==> src/rtl/tune_pwm_capture.sv <==
// Buzzer PWM receiver: recovers period parameter, high time and loudness
// class from an asynchronous PWM input, with a silence timeout.
module tune_pwm_capture #(
  parameter int CNT_W       = 20,
  parameter int SYNC_STAGES = 2,
  parameter int MAX_CYCLES  = 1048575
) (
  input  logic             clk,
  input  logic             rst,
  input  logic             en,
  input  logic             pwm_in,
  output logic [CNT_W-1:0] period_param,
  output logic [CNT_W-1:0] high_cycles,
  output logic [1:0]       loudness,
  output logic             valid,
  output logic             silent
);

  localparam int XW = CNT_W + 4;
  localparam logic [CNT_W-1:0] MAX_C = CNT_W'(MAX_CYCLES);
  localparam logic [CNT_W-1:0] ONE   = CNT_W'(1);

  typedef enum logic [1:0] {
    S_IDLE,
    S_HIGH,
    S_LOW
  } state_t;

  state_t                 state_q;
  logic [SYNC_STAGES-1:0] sync_q;
  logic                   s_q;
  logic                   rise_q;
  logic                   fall_q;
  logic [CNT_W-1:0]       hcnt_q;
  logic [CNT_W-1:0]       pcnt_q;
  logic [CNT_W-1:0]       period_q;
  logic [CNT_W-1:0]       high_q;
  logic [1:0]             loud_q;
  logic                   valid_q;
  logic                   silent_q;

  logic                   s;
  logic [XW-1:0]          h16;
  logic [XW-1:0]          p1;
  logic [XW-1:0]          p3;
  logic [XW-1:0]          p5;
  logic [XW-1:0]          p7;
  logic [1:0]             loud_d;

  assign s = sync_q[SYNC_STAGES-1];

  // Edge strobes are registered so every edge reaches the FSM
  // with the same fixed delay from pwm_in.
  always_ff @(posedge clk) begin
    if (rst) begin
      sync_q <= '0;
      s_q    <= 1'b0;
      rise_q <= 1'b0;
      fall_q <= 1'b0;
    end else begin
      sync_q <= {sync_q[SYNC_STAGES-2:0], pwm_in};
      s_q    <= s;
      rise_q <= s & ~s_q;
      fall_q <= ~s & s_q;
    end
  end

  assign h16 = XW'(hcnt_q) << 4;
  assign p1  = XW'(pcnt_q);
  assign p3  = (p1 << 1) + p1;
  assign p5  = (p1 << 2) + p1;
  assign p7  = (p1 << 3) - p1;

  always_comb begin
    loud_d = 2'b00;
    if (h16 >= p7) begin
      loud_d = 2'b11;
    end else if (h16 >= p5) begin
      loud_d = 2'b10;
    end else if (h16 >= p3) begin
      loud_d = 2'b01;
    end
  end

  always_ff @(posedge clk) begin
    if (rst) begin
      state_q  <= S_IDLE;
      hcnt_q   <= '0;
      pcnt_q   <= '0;
      period_q <= '0;
      high_q   <= '0;
      loud_q   <= 2'b00;
      valid_q  <= 1'b0;
      silent_q <= 1'b1;
    end else begin
      valid_q <= 1'b0;
      if (!en) begin
        state_q <= S_IDLE;
        hcnt_q  <= '0;
        pcnt_q  <= '0;
      end else begin
        unique case (state_q)
          S_IDLE: begin
            if (rise_q) begin
              state_q <= S_HIGH;
              hcnt_q  <= ONE;
              pcnt_q  <= ONE;
            end
          end
          S_HIGH: begin
            if (pcnt_q == MAX_C) begin
              state_q  <= S_IDLE;
              hcnt_q   <= '0;
              pcnt_q   <= '0;
              silent_q <= 1'b1;
            end else if (fall_q) begin
              state_q <= S_LOW;
              pcnt_q  <= pcnt_q + ONE;
            end else begin
              hcnt_q <= hcnt_q + ONE;
              pcnt_q <= pcnt_q + ONE;
            end
          end
          S_LOW: begin
            // A closing rise beats a coincident timeout.
            if (rise_q) begin
              period_q <= pcnt_q - ONE;
              high_q   <= hcnt_q;
              loud_q   <= loud_d;
              valid_q  <= 1'b1;
              silent_q <= 1'b0;
              state_q  <= S_HIGH;
              hcnt_q   <= ONE;
              pcnt_q   <= ONE;
            end else if (pcnt_q == MAX_C) begin
              state_q  <= S_IDLE;
              hcnt_q   <= '0;
              pcnt_q   <= '0;
              silent_q <= 1'b1;
            end else begin
              pcnt_q <= pcnt_q + ONE;
            end
          end
          default: begin
            state_q <= S_IDLE;
            hcnt_q  <= '0;
            pcnt_q  <= '0;
          end
        endcase
      end
    end
  end

  assign period_param = period_q;
  assign high_cycles  = high_q;
  assign loudness     = loud_q;
  assign valid        = valid_q;
  assign silent       = silent_q;

endmodule
==> config.mk <==
export PLATFORM = sky130hd
export DESIGN_NAME = tune_pwm_capture
export DESIGN_NICKNAME = d
export VERILOG_FILES = /design/src/rtl/tune_pwm_capture.sv
export SDC_FILE = /design/constraint.sdc
export NUM_CORES = 1
export LEC_CHECK = 0
export CORE_ASPECT_RATIO = 0.7
export CORE_MARGIN = 2
export CORE_UTILIZATION = 53
export DETAILED_ROUTE_END_ITERATION = 10
export PLACE_DENSITY = 0.72
export SYNTH_ARGS = -nofsm -noshare
export SYNTH_HDL_FRONTEND = slang
export SYNTH_SLANG_ARGS = --single-unit
==> constraint.sdc <==
create_clock -name clk -period 8.97 [get_ports clk]
set_clock_uncertainty 0.15 [all_clocks]
set_input_delay 1.3455 -clock clk [delete_from_list [all_inputs] [get_ports clk]]
set_output_delay 1.3455 -clock clk [all_outputs]
set_load 0.01 [all_outputs]
# Yosys cells after proc, flatten, opt, wreduce, memory -nomap -nowiden
# Cells that the tools add are included.
dict set report totals {
  inputBits 4
  output_inout_bits 44
  word_cells 64
  register_bits 91
}
dict set report op_classes {
  n_mux 22
  add_sub_neg 6
  bitwise_logic 6
  n_eq_ne 7
  n_lt_le_gt_ge 3
  reduce_logical 8
}
# operator n
set ops {}
lappend ops {{20-bit two-way mux} 7}
lappend ops {{20-bit one-hot mux with 3 select lines} 2}
lappend ops {{20-bit by 1-bit adder with 20-bit output (second input constant)} 2}
lappend ops {{24-bit by 22-bit >= comparator with 1-bit output} 1}
lappend ops {{24-bit by 23-bit >= comparator with 1-bit output} 1}
lappend ops {{24-bit >= comparator} 1}
lappend ops {{23-bit by 20-bit subtractor with 24-bit output} 1}
lappend ops {{22-bit by 20-bit adder with 23-bit output} 1}
lappend ops {{21-bit by 20-bit adder with 22-bit output} 1}
lappend ops {{20-bit equality test (second input constant)} 1}
lappend ops {{20-bit by 1-bit subtractor with 20-bit output (second input constant)} 1}
lappend ops {{2-bit two-way mux} 7}
lappend ops {{3-bit inequality test (second input constant)} 3}
lappend ops {{3-bit AND reduction} 3}
lappend ops {{2-bit one-hot mux with 3 select lines} 1}
lappend ops {{1-bit two-way mux} 4}
lappend ops {{1-bit inverter} 4}
lappend ops {{3-bit OR reduction} 1}
lappend ops {{1-bit bitwise AND} 2}
lappend ops {{2-bit by 1-bit equality test with 1-bit output (second input constant)} 1}
lappend ops {{2-bit equality test (second input constant)} 1}
lappend ops {{2-bit logical NOT} 1}
lappend ops {{2-bit inequality test (second input constant)} 1}
lappend ops {{1-bit one-hot mux with 2 select lines} 1}
lappend ops {{3 further kinds} 3}

# Longest topological paths before layout
# Gate-level depths: netlist (run 1).
dict set report logic_depth {
  depth_word 5
  ltp_mapped 18
  mapped_depth_nobuf 17
}

# Worst setup path before layout (run 1)
# OpenSTA, ideal clock, no wires.
dict set report synth_path {
  path_kind {reg2reg}
  start {reg pcnt_q[1]}
  end {reg loud_q[0] (netlist: loudness[0])}
  path_buffers 0
  setup_slack_ns 5.119
  t_required_ns 8.689
  path_stages_with_launch 17
  t_arrival_ns 3.570
  synth_period_minus_slack_ns 3.851
  setup_ns 0.131
  path_cell_list {dfxtp_1 ha_1 fa_1 a21oi_1 o211ai_1 a211oi_2 o21ai_1 o21ai_2 xor2_1 ha_1 a21o_1 a21o_1 a21o_1 a21o_1 a2111oi_0 o31a_1 o41ai_1}
}
dict set report synth_via {
  elab_chain_len 5
  elab_cells_between_ends 9
  classes_between {add/sub: 3; order compare: 3; mux: 3}
}
# item line
set synth_lines {}
lappend synth_lines {{start, declared} 35} ;# logic [CNT_W-1:0] pcnt_q;
lappend synth_lines {{start signal, assigned} 118} ;# pcnt_q <= pcnt_q + ONE;
lappend synth_lines {{start signal, assigned} 121} ;# pcnt_q <= pcnt_q + ONE;
lappend synth_lines {{start signal, assigned} 141} ;# pcnt_q <= pcnt_q + ONE;
lappend synth_lines {{21-bit by 20-bit adder with 22-bit output} 70} ;# assign p3 = (p1 << 1) + p1;
lappend synth_lines {{24-bit by 22-bit >= comparator with 1-bit output} 80} ;# end else if (h16 >= p3) begin
lappend synth_lines {{1-bit two-way mux} 80}
lappend synth_lines {{2-bit two-way mux} 78} ;# end else if (h16 >= p5) begin
lappend synth_lines {{2-bit two-way mux (*)} 76} ;# if (h16 >= p7) begin
lappend synth_lines {{end signal, assigned} 129} ;# loud_q <= loud_d;
lappend synth_lines {{end, declared} 38} ;# logic [1:0] loud_q;
# Mark *: on every way between the ends. The rest lies on a longest branch, timed or not.
# A chain may end at the register's enable or synchronous reset.

# Worst setup path in the final report (run 1)
dict set report layout_path {
  start {reg pcnt_q[0]}
  end {reg loud_q[0] (netlist: loudness[0])}
}
# The elaborated chain is that of the path after synthesis.

==> results.md, run 1 <==
* CTS Hold Buffers Added at 0
* DR pass1 iterations at 5
* RD Place Congestion at 0.988
* Prevailing post-synth register cell: dfxtp_1
* Worst-margin pin slew at 1.21 ns
* Layout cells sized above 1 at around 4.5%
* # fillers at 1415
* Post-CTS setup buffers at 0
* Port bufs at 47
* Ys async rst share at 0%
* Max VDD drop at 0.0986 mV
* Dominant cell by count in the synthesized netlist: ha_1
* Post-synth EDFFs at 0
* Post-synthesis cell area at roughly 0.0084 sq mm
* Design area at around 0.0093 sq mm
* DR iter-0 viols at 674
* R2R cell count at 16
* Total Routing Usage GR at 28.7%
* Core Util, Final at about three fifths
* Clock sink count at 91
* Hold Violations, Final at 0
* R2R setup slack at 4.54 ns
* Vias in the first global route at 7196
* Flip-flop and latch count after synthesis at 91
* RR Endpoint: loudness[0]$_SDFFE_PP0P_
* Die W at 154 microns
* Power Density at around 90 mW/mm^2
* Crit. End Element: flop
* Clk root buf: clkbuf_16
* Placeable Area at between 0.015 and 0.02 sq mm
* Placed insts at 1264
* Drt total wl at 23.4 mm
* Largest fanout on the critical path at 13
* Fmax at about 230 MHz
* YS warnings at 0
* Largest cells by area after synthesis: dfxtp_1 (22%), ha_1 (21%), a21oi_1 (5.6%), xnor2_1 (4.8%), nor2_1 (4.2%)
* Post-Synthesis Cells at 1045
* HPWL after detailed placement at 18.3 mm
* CP Data Arrival Time at 4.49 ns
* Cts repair resizes at 0
* Placed Area at between 0.008 and 0.009 sq mm
* Top Ports at between 40 and 50
* Non-filler cells, final at 1280
* Die area at 0.0168 sq mm
* Launching element type of the critical path: flop
* Site Rows at 38
* Detailed-route via count at about 7.9k
* Synth cell types at 80
* Critical R2R Launch: pcnt_q[0]$_SDFFE_PP0P_
* Reg clk slew, reported paths at 0.07 ns
* Final setup violation count at 0
* Initial antenna violation count at 0
* Initial Util at between 50% and 60%
* Worst hold path class: flop to flop
* CTS max path bufs at 2
* Final setup TNS at 0 ns
* Area grow syn2layout at 10.8%
* Max_cap viols at 0
* Total gr overflow at 0
* Crit. Startpoint: pcnt_q[0]$_SDFFE_PP0P_
* Post-synth top area cell: dfxtp_1
* First-pass GRT wire length at 38.2 mm
* Critical path class: flop to flop
* Via density at 6.19
* Leakage power at roughly 3.9 nW
* Status: completed
* WL/cell at ~18 microns
* Antenna Cells at 0
* H-tree levels at 3
* Worst skew pair latency at 0.36 ns
* Period Utilization, post-route at 49.4%
* Final #Nets at about 1.2k
* DRT antenna net count at 0
* CTS buffer count at 9
* Remaining DRCs at 0
* Mean Syn Cell Area at 8.00 sq um
* Required @ worst endpoint at 9.03 ns
* Post-synthesis sequential area ratio at 21.8%
* Max-slew headroom at 18.9%
* Tmin final at 4.43 ns
* Largest net degree at the start of global routing at 52
* Slew Viols, Final at 0
* Post-Syn Nets at 1189
* RSZ-0062 raised after global routing: no
* CTS tree: yes
* Synth cell count leaders: ha_1 (138), a21oi_1 (93), nor2_1 (93)
* Die Height at approximately 110 microns
* CP Capture Point: loudness[0]$_SDFFE_PP0P_
* Post-synth top area share at 21.8%
stage by stage:
step                      power [mW]  worst slack, ns  hold slack [ns]
after global placement         0.466             4.70            0.251
after global routing           0.891             4.08            0.281
after detailed placement       0.467             4.62            0.256
after CTS                      0.866             4.57            0.266
final                          0.858             4.54            0.263
after floorplan                0.453             5.12            0.233
cells in the final DEF, fill, tap and decap left out, types with 23 or more instances in the layout:
cell type,instances
a21oi_1,93
nand4_1,24
o21ai_0,52
nand2_1,86
nand3_1,25
ha_1,138
xnor2_1,46
xor2_1,23
a211oi_1,27
nor2_1,93
dfxtp_1,91
a21o_1,42
clkdlybuf4s50_1,46
inv_1,52
worst min-delay path by stage:
stage                               from  cells after the start  slack, ns                 to
floorplan                 s_q$_SDFF_PP0_                      1       0.23  rise_q$_SDFF_PP0_
global placement    sync_q[1]$_SDFF_PP0_                      1       0.25  fall_q$_SDFF_PP0_
detailed placement  sync_q[1]$_SDFF_PP0_                      1       0.26  fall_q$_SDFF_PP0_
CTS                 sync_q[1]$_SDFF_PP0_                      1       0.27  fall_q$_SDFF_PP0_
global route        sync_q[1]$_SDFF_PP0_                      1       0.28  fall_q$_SDFF_PP0_
finish              sync_q[1]$_SDFF_PP0_                      1       0.26  fall_q$_SDFF_PP0_
flip-flops by register name (all words and copies together) (netlist names):
| register | count |
|---|---|
| valid | 1 |
| sync_q | 2 |
| loudness | 2 |
| hcnt_q | 20 |
| state_q | 2 |
| rise_q | 1 |
| high_cycles | 20 |
| fall_q | 1 |
| s_q | 1 |
| silent | 1 |
| pcnt_q | 20 |
| period_param | 20 |
worst max-delay path, cell delays in order, from the launching register on:
cell,delay (ns)
dfxtp_1,0.49
ha_1,0.38
fa_1,0.42
a21oi_1,0.19
o211ai_1,0.14
a211oi_2,0.37
o21ai_1,0.17
o21ai_2,0.19
xor2_1,0.17
ha_1,0.26
a21o_1,0.18
a21o_1,0.17
a21o_1,0.17
a21o_1,0.17
a2111oi_0,0.40
o31a_1,0.20
o41ai_1,0.06
metal layers:
layer / up-vias / GRT usage [%] / wire, microns
li1: 3900 / - / -
met1: 3661 / 44.4 / 11900
met2: 332 / 41.6 / 9220
met3: 24 / 4.05 / 2040
met4: 0 / 6.41 / 303
met5: - / 0 / 0
layout make-up:
type / count / area (sq um) / area share (%)
multi-input combinational: 869 / 6190 / 66.9
sequential: 91 / 1820 / 19.7
timing repair buffer: 51 / 495 / 5.35
tap: 200 / 250 / 2.70
clock buffer: 10 / 229 / 2.47
inverter: 53 / 199 / 2.15
clock inverter: 6 / 71.3 / 0.770
report_power, final:
part           switching [mW]  total, mW  internal [mW]
Sequential            0.00161      0.406          0.405
Clock                   0.181      0.400          0.219
Combinational          0.0331     0.0520         0.0189
kinds of logic after synthesis:
family                     count (synthesis)  synth area share, %
AOI/OAI and AO/OA                        322                 25.5
xor gates and xnor gates                  69                 7.23
adders and majority gates                140                 21.1
buffers and inverters                     85                 4.12
DFF                                       91                 21.8
muxes                                      2                0.240
and+or+nand+nor                          336                 19.9
(Power assumes the default switching activity.)
==> inputs of run 2 (changes only) <==
- PLACE_DENSITY: 0.72 -> 0.75
- clock period: 8.97 -> 3.8 ns (I/O delays scaled with it)
==> results.md, run 2 (same netlist as run 1, synthesis figures left out) <==
* Status: finished, violations left
* Failing checks: setup timing
* Worst-margin pin slew at 0.784 ns
* Final setup TNS at -0.0405 ns
* Die area at roughly 0.017 sq mm
* Port bufs at 47
* Clk root buf: clkbuf_16
* WL/cell at 18.8 microns
* Final #Nets at approximately 1.3k
* Period Utilization, post-route at 101%
* HPWL after detailed placement at 20.4 mm
* Seq pwr share at 47.9%
* DR iter-0 viols at 1026
* Max VDD drop at 0.178 mV
* CTS max path bufs at 2
* Initial antenna violation count at 0
* Non-filler cells, final at approximately 1.4k
* Via density at 6.11
* Placed insts at 1374
* Detailed-route via count at ~8.6k
* Pwr Total at 2.00 mW
* Layout cells sized above 1 at 19.4%
* Pre-CTS WS at -0.247 ns
* Slew Viols, Final at 0
* Clock share of power at 43.4%
* Max_cap viols at 0
* Placeable Area at 0.0155 sq mm
* Final setup violation count at 1
* Hold slack at about 0.26 ns
* Antenna Cells at 0
* Most frequent cells in the layout: ha_1 (129), buf_4 (129), nor2_1 (92)
* Largest net degree at the start of global routing at 51
* DR pass1 iterations at 8
* Drt total wl at 26.5 mm
* Crit. End Element: flop
* Site Rows at 38
* Hold Violations, Final at 0
* Worst skew pair latency at 0.36 ns
* Launching element type of the critical path: flop
* CTS buffer count at 9
* Die Height at 109 microns
* Total gr overflow at 0
* Power Density at 189 mW/mm^2
* Remaining DRCs at 0
* CTS tree: yes
* First-pass GRT wire length at 41.2 mm
* Fmax at 260 MHz
* Top Ports at 48
* RSZ-0062 raised after global routing: yes
* Initial Util at 54.1%
* RD Place Congestion at 0.965
* Required @ worst endpoint at just under 4 ns
* Die W at between 150 and 200 microns
* Total Routing Usage GR at around 31%
* Internal Power at 1.48 mW
* Largest fanout on the critical path at 4
* Leakage power at 4.64 nW
* Clock sink count at 91
* CP Data Arrival Time at 3.92 ns
* Combinational share of power at 8.7%
* H-tree levels at 3
* Reg clk slew, reported paths at ~0.080 ns
* Area grow syn2layout at 26.8%
* Worst setup margin at -0.0405 ns
* DRT antenna net count at 0
* Critical path class: flop to flop
* Switching Fraction at 26.1%
* Max-slew headroom at 47.7%
* Worst hold path class: flop to flop
* Vias in the first global route at 7822
* Tmin final at between 3 and 4 ns
* Switching pwr at 0.521 mW
==> run 2: changes by cell type in the layout (fill, tap and decap cells not counted), sizes merged <==
cell,previous run,this run
clkbuf,10,9
inv,54,51
clkinvlp,2,5
buf,5,135
bufinv,1,0
clkinv,2,3
==> run 2: power by group through the flow <==
stage / Clock [mW] / Combinational [mW] / Sequential, mW
after detailed placement: 0 / 0.147 / 0.981
after CTS: 0.878 / 0.155 / 0.957
final: 0.868 / 0.174 / 0.957
after floorplan: 0 / 0.0889 / 0.979
after global placement: 0 / 0.147 / 0.981
after global routing: 0.912 / 0.187 / 0.957
==> run 2: cell type report <==
cell class	count	area, sq um
inverters	53	203
repair buffers	181	1510
flip-flops and latches	91	1830
fillers	1249	4850
multi-input cells	869	6520
clock inverters	6	55.1
well taps	200	250
clock buffers	9	225
==> run 2: layer usage <==
layer	track usage, %	share of wire, %	up-vias
li1	-	-	4152
met1	46.6	47	4014
met2	46.5	41	427
met3	7.00	11	17
met4	5.21	0.92	0
met5	0	0	-
==> run 2: worst paths after layout <==
kind,from,to,slack [ns],cells after the start
min,s_q$_SDFF_PP0_,rise_q$_SDFF_PP0_,0.26,1
max reg2reg,pcnt_q[1]$_SDFFE_PP0P_,loudness[0]$_SDFFE_PP0P_,-0.04,17
min reg2reg,s_q$_SDFF_PP0_,rise_q$_SDFF_PP0_,0.26,1
max,pcnt_q[1]$_SDFFE_PP0P_,loudness[0]$_SDFFE_PP0P_,-0.04,17
==> run 2: critical path: stages, from the launching register on <==
cell	delay, ns
dfxtp_4	0.36
ha_4	0.16
fa_2	0.35
a21oi_2	0.17
o211ai_1	0.13
a211oi_2	0.23
buf_4	0.15
o21ai_2	0.06
o21ai_2	0.18
xor2_1	0.18
ha_1	0.27
a21o_1	0.16
a21o_1	0.17
a21o_1	0.16
a21o_1	0.18
a2111oi_4	0.35
o31a_1	0.24
o41ai_4	0.07
==> run 2: what timing repair did <==
item                       in CTS  in global routing
hold buffers                    0                  0
setup buffers                   9                 12
pin swaps                      23                 43
gates resized for setup        27                 49
setup endpoints to repair       2                  2
==> run 2: stage by stage <==
step / area [sq um] / utilization [%]
6_report: 10600 / 68.6
5_1_grt: 10600 / 68.6
4_1_cts: 10300 / 66.5
3_5_place_dp: 9820 / 63.6
3_3_place_gp: 9820 / 63.6
2_1_floorplan: 8370 / -
==> inputs of run 3 (changes only) <==
- SLEW_MARGIN: default -> 20
- clock period: 3.8 -> 3.2 ns (I/O delays scaled with it)
==> results.md, run 3 (same netlist as run 1, synthesis figures left out) <==
* CTS max path bufs at 2
* Register area at 0.00184 sq mm
* Max VDD drop at just under 0.3 mV
* Tmin final at 3.88 ns
* Largest fanout on the critical path at 6
* Final #Nets at 1431
* Status: finished, violations left
* CP Data Arrival Time at approximately 4.0 ns
* GRT busiest layer: met2
* RD Place Congestion at around 1.0
* # fillers at 1226
* Port bufs at 47
* Most common cell after layout, fill and taps aside: buf_4
* Crit path cell chain: ha_4, fa_2, a21oi_2, o211ai_1, a211oi_2, buf_4, o21ai_4, o21ai_2, xor2_1, ha_1, a21o_1, a21o_1, a21o_1, a21o_1, a2111oi_4, o31a_1, o41ai_2
* Antenna Cells at 0
* Detailed-route via count at 8837
* Top Ports at 48
* WL/cell at 18.2 microns
* M3 GR Usage at 6.68%
* Routing usage on met1 at about 48%
* Multi-input logic area at 0.00641 sq mm
* RSZ-0062 raised after global routing: yes
* Layout cells sized above 1 at between 20% and 30%
* Max_cap viols at 0
* Final setup TNS at -1.22 ns
* Required @ worst endpoint at 3.29 ns
* HPWL after detailed placement at 21.6 mm
* Initial antenna violation count at 0
* Die W at 154 microns
* Crit. End Element: flop
* Met2 Use GR at 50.2%
* Power Density at 226 mW/mm^2
* Die area at about 0.017 sq mm
* CTS tree: yes
* Drt total wl at 27.2 mm
* Worst skew pair latency at between 0.3 and 0.4 ns
* Area grow syn2layout at 33.0%
* Pwr Total at between 2 and 3 mW
* Total Routing Usage GR at 32.9%
* Die Height at 109 microns
* Placed insts at 1470
* Period Utilization, post-route at 121%
* Launching element type of the critical path: flop
* Vias in the first global route at 8328
* Pre-CTS WS at -0.698 ns
* H-tree levels at 3
* DR pass1 iterations at 6
* Fmax at 258 MHz
* Worst hold path class: flop to flop
* Top delay family on crit path: compound AO/OA/AOI/OAI gates
* Reg clk slew, reported paths at ~0.080 ns
* CTS Hold Buffers Added at 0
* First-pass GRT wire length at between 40 and 50 mm
* Largest net degree at the start of global routing at between 50 and 60
* Critical path class: flop to flop
* DR iter-0 viols at 721
* Worst path bufs/invs at 1
* Most frequent cells in the layout: buf_4 (215), ha_1 (135), nor2_1 (92)
* Hold slack at 0.267 ns
* Slew Viols, Final at 0
* Clock sink count at 91
* CTS buffer count at 9
* Placeable Area at 0.0155 sq mm
* Worst setup margin at -0.676 ns
* Max-slew headroom at around 53%
* Site Rows at 38
* Initial Util at 54.1%
* Remaining DRCs at 0
* DRT antenna net count at 0
* Critical path's most frequent cell: a21o_1
* Clk root buf: clkbuf_16
* Non-filler cells, final at 1492
* Worst-margin pin slew at 0.698 ns
* Final setup violation count at 2
* Worst path max stage delay at 0.38 ns
* Slowest CP cell: dfxtp_4
* Via density at 5.92
* Hold Violations, Final at 0
* Leakage power at approximately 5 nW
* Total gr overflow at 0
* Failing checks: setup timing
==> run 3: cell count changes in the layout (fill, tap and decap cells not counted), moves of 3 or more <==
| cell | change |
|---|---|
| a211oi_2 | -3 |
| a21oi_1 | +4 |
| a21oi_2 | -5 |
| buf_4 | +86 |
| buf_6 | -3 |
| clkinvlp_4 | -5 |
| dfxtp_1 | -3 |
| dfxtp_2 | +3 |
| ha_1 | +6 |
| ha_4 | -6 |
| inv_1 | +5 |
| inv_2 | -4 |
| inv_8 | +3 |
| o21ai_0 | +3 |
==> run 3: final timing paths <==
kind,from,endpoint,slack [ns],cells after the start
min,s_q$_SDFF_PP0_,rise_q$_SDFF_PP0_,0.27,1
max reg2reg,pcnt_q[1]$_SDFFE_PP0P_,loudness[0]$_SDFFE_PP0P_,-0.68,17
min reg2reg,s_q$_SDFF_PP0_,rise_q$_SDFF_PP0_,0.27,1
max,pcnt_q[1]$_SDFFE_PP0P_,loudness[0]$_SDFFE_PP0P_,-0.68,17
==> run 3: what timing repair did <==
action / CTS / global route
pin swaps: 13 / 3
endpoints found under the setup margin: 2 / 5
gates resized for setup: 29 / 10
buffers inserted: 6 / 0
hold endpoints to repair: 0 / 0
==> run 3: area by class of cell <==
class	count	share of cell area, %
Inverter	53	1.79
Tap cell	200	2.25
Sequential cell	91	16.5
Clock buffer	9	2.03
Timing Repair Buffer	263	18.9
Multi-Input combinational cell	869	57.7
Clock inverter	7	0.811
==> run 3: through the flow <==
stage / cell area, sq um / utilization (%)
after floorplan: 8420 / -
after global placement: 10600 / 68.5
after detailed placement: 10600 / 68.5
after CTS: 11100 / 71.6
after global routing: 11100 / 71.9
final: 11100 / 71.9
==> run 3: power by group <==
| group | switching (mW) | internal [mW] |
|---|---|---|
| Combinational | 0.107 | 0.0797 |
| Sequential | 0.00349 | 1.13 |
| Clock | 0.553 | 0.631 |
| Total | 0.663 | 1.84 |
==> run 3: worst reg2reg max path, stage by stage, from the launching register on <==
cell,delay [ns]
dfxtp_4,0.38
ha_4,0.17
fa_2,0.37
a21oi_2,0.16
o211ai_1,0.14
a211oi_2,0.25
buf_4,0.18
o21ai_4,0.06
o21ai_2,0.19
xor2_1,0.19
ha_1,0.27
a21o_1,0.17
a21o_1,0.15
a21o_1,0.15
a21o_1,0.17
a2111oi_4,0.30
o31a_1,0.22
o41ai_2,0.09
==> run 3: layer usage <==
metal	share of wire (%)	up-vias
li1	-	4315
met1	49	4130
met2	41	342
met3	8.5	50
met4	1.9	0
met5	0	-
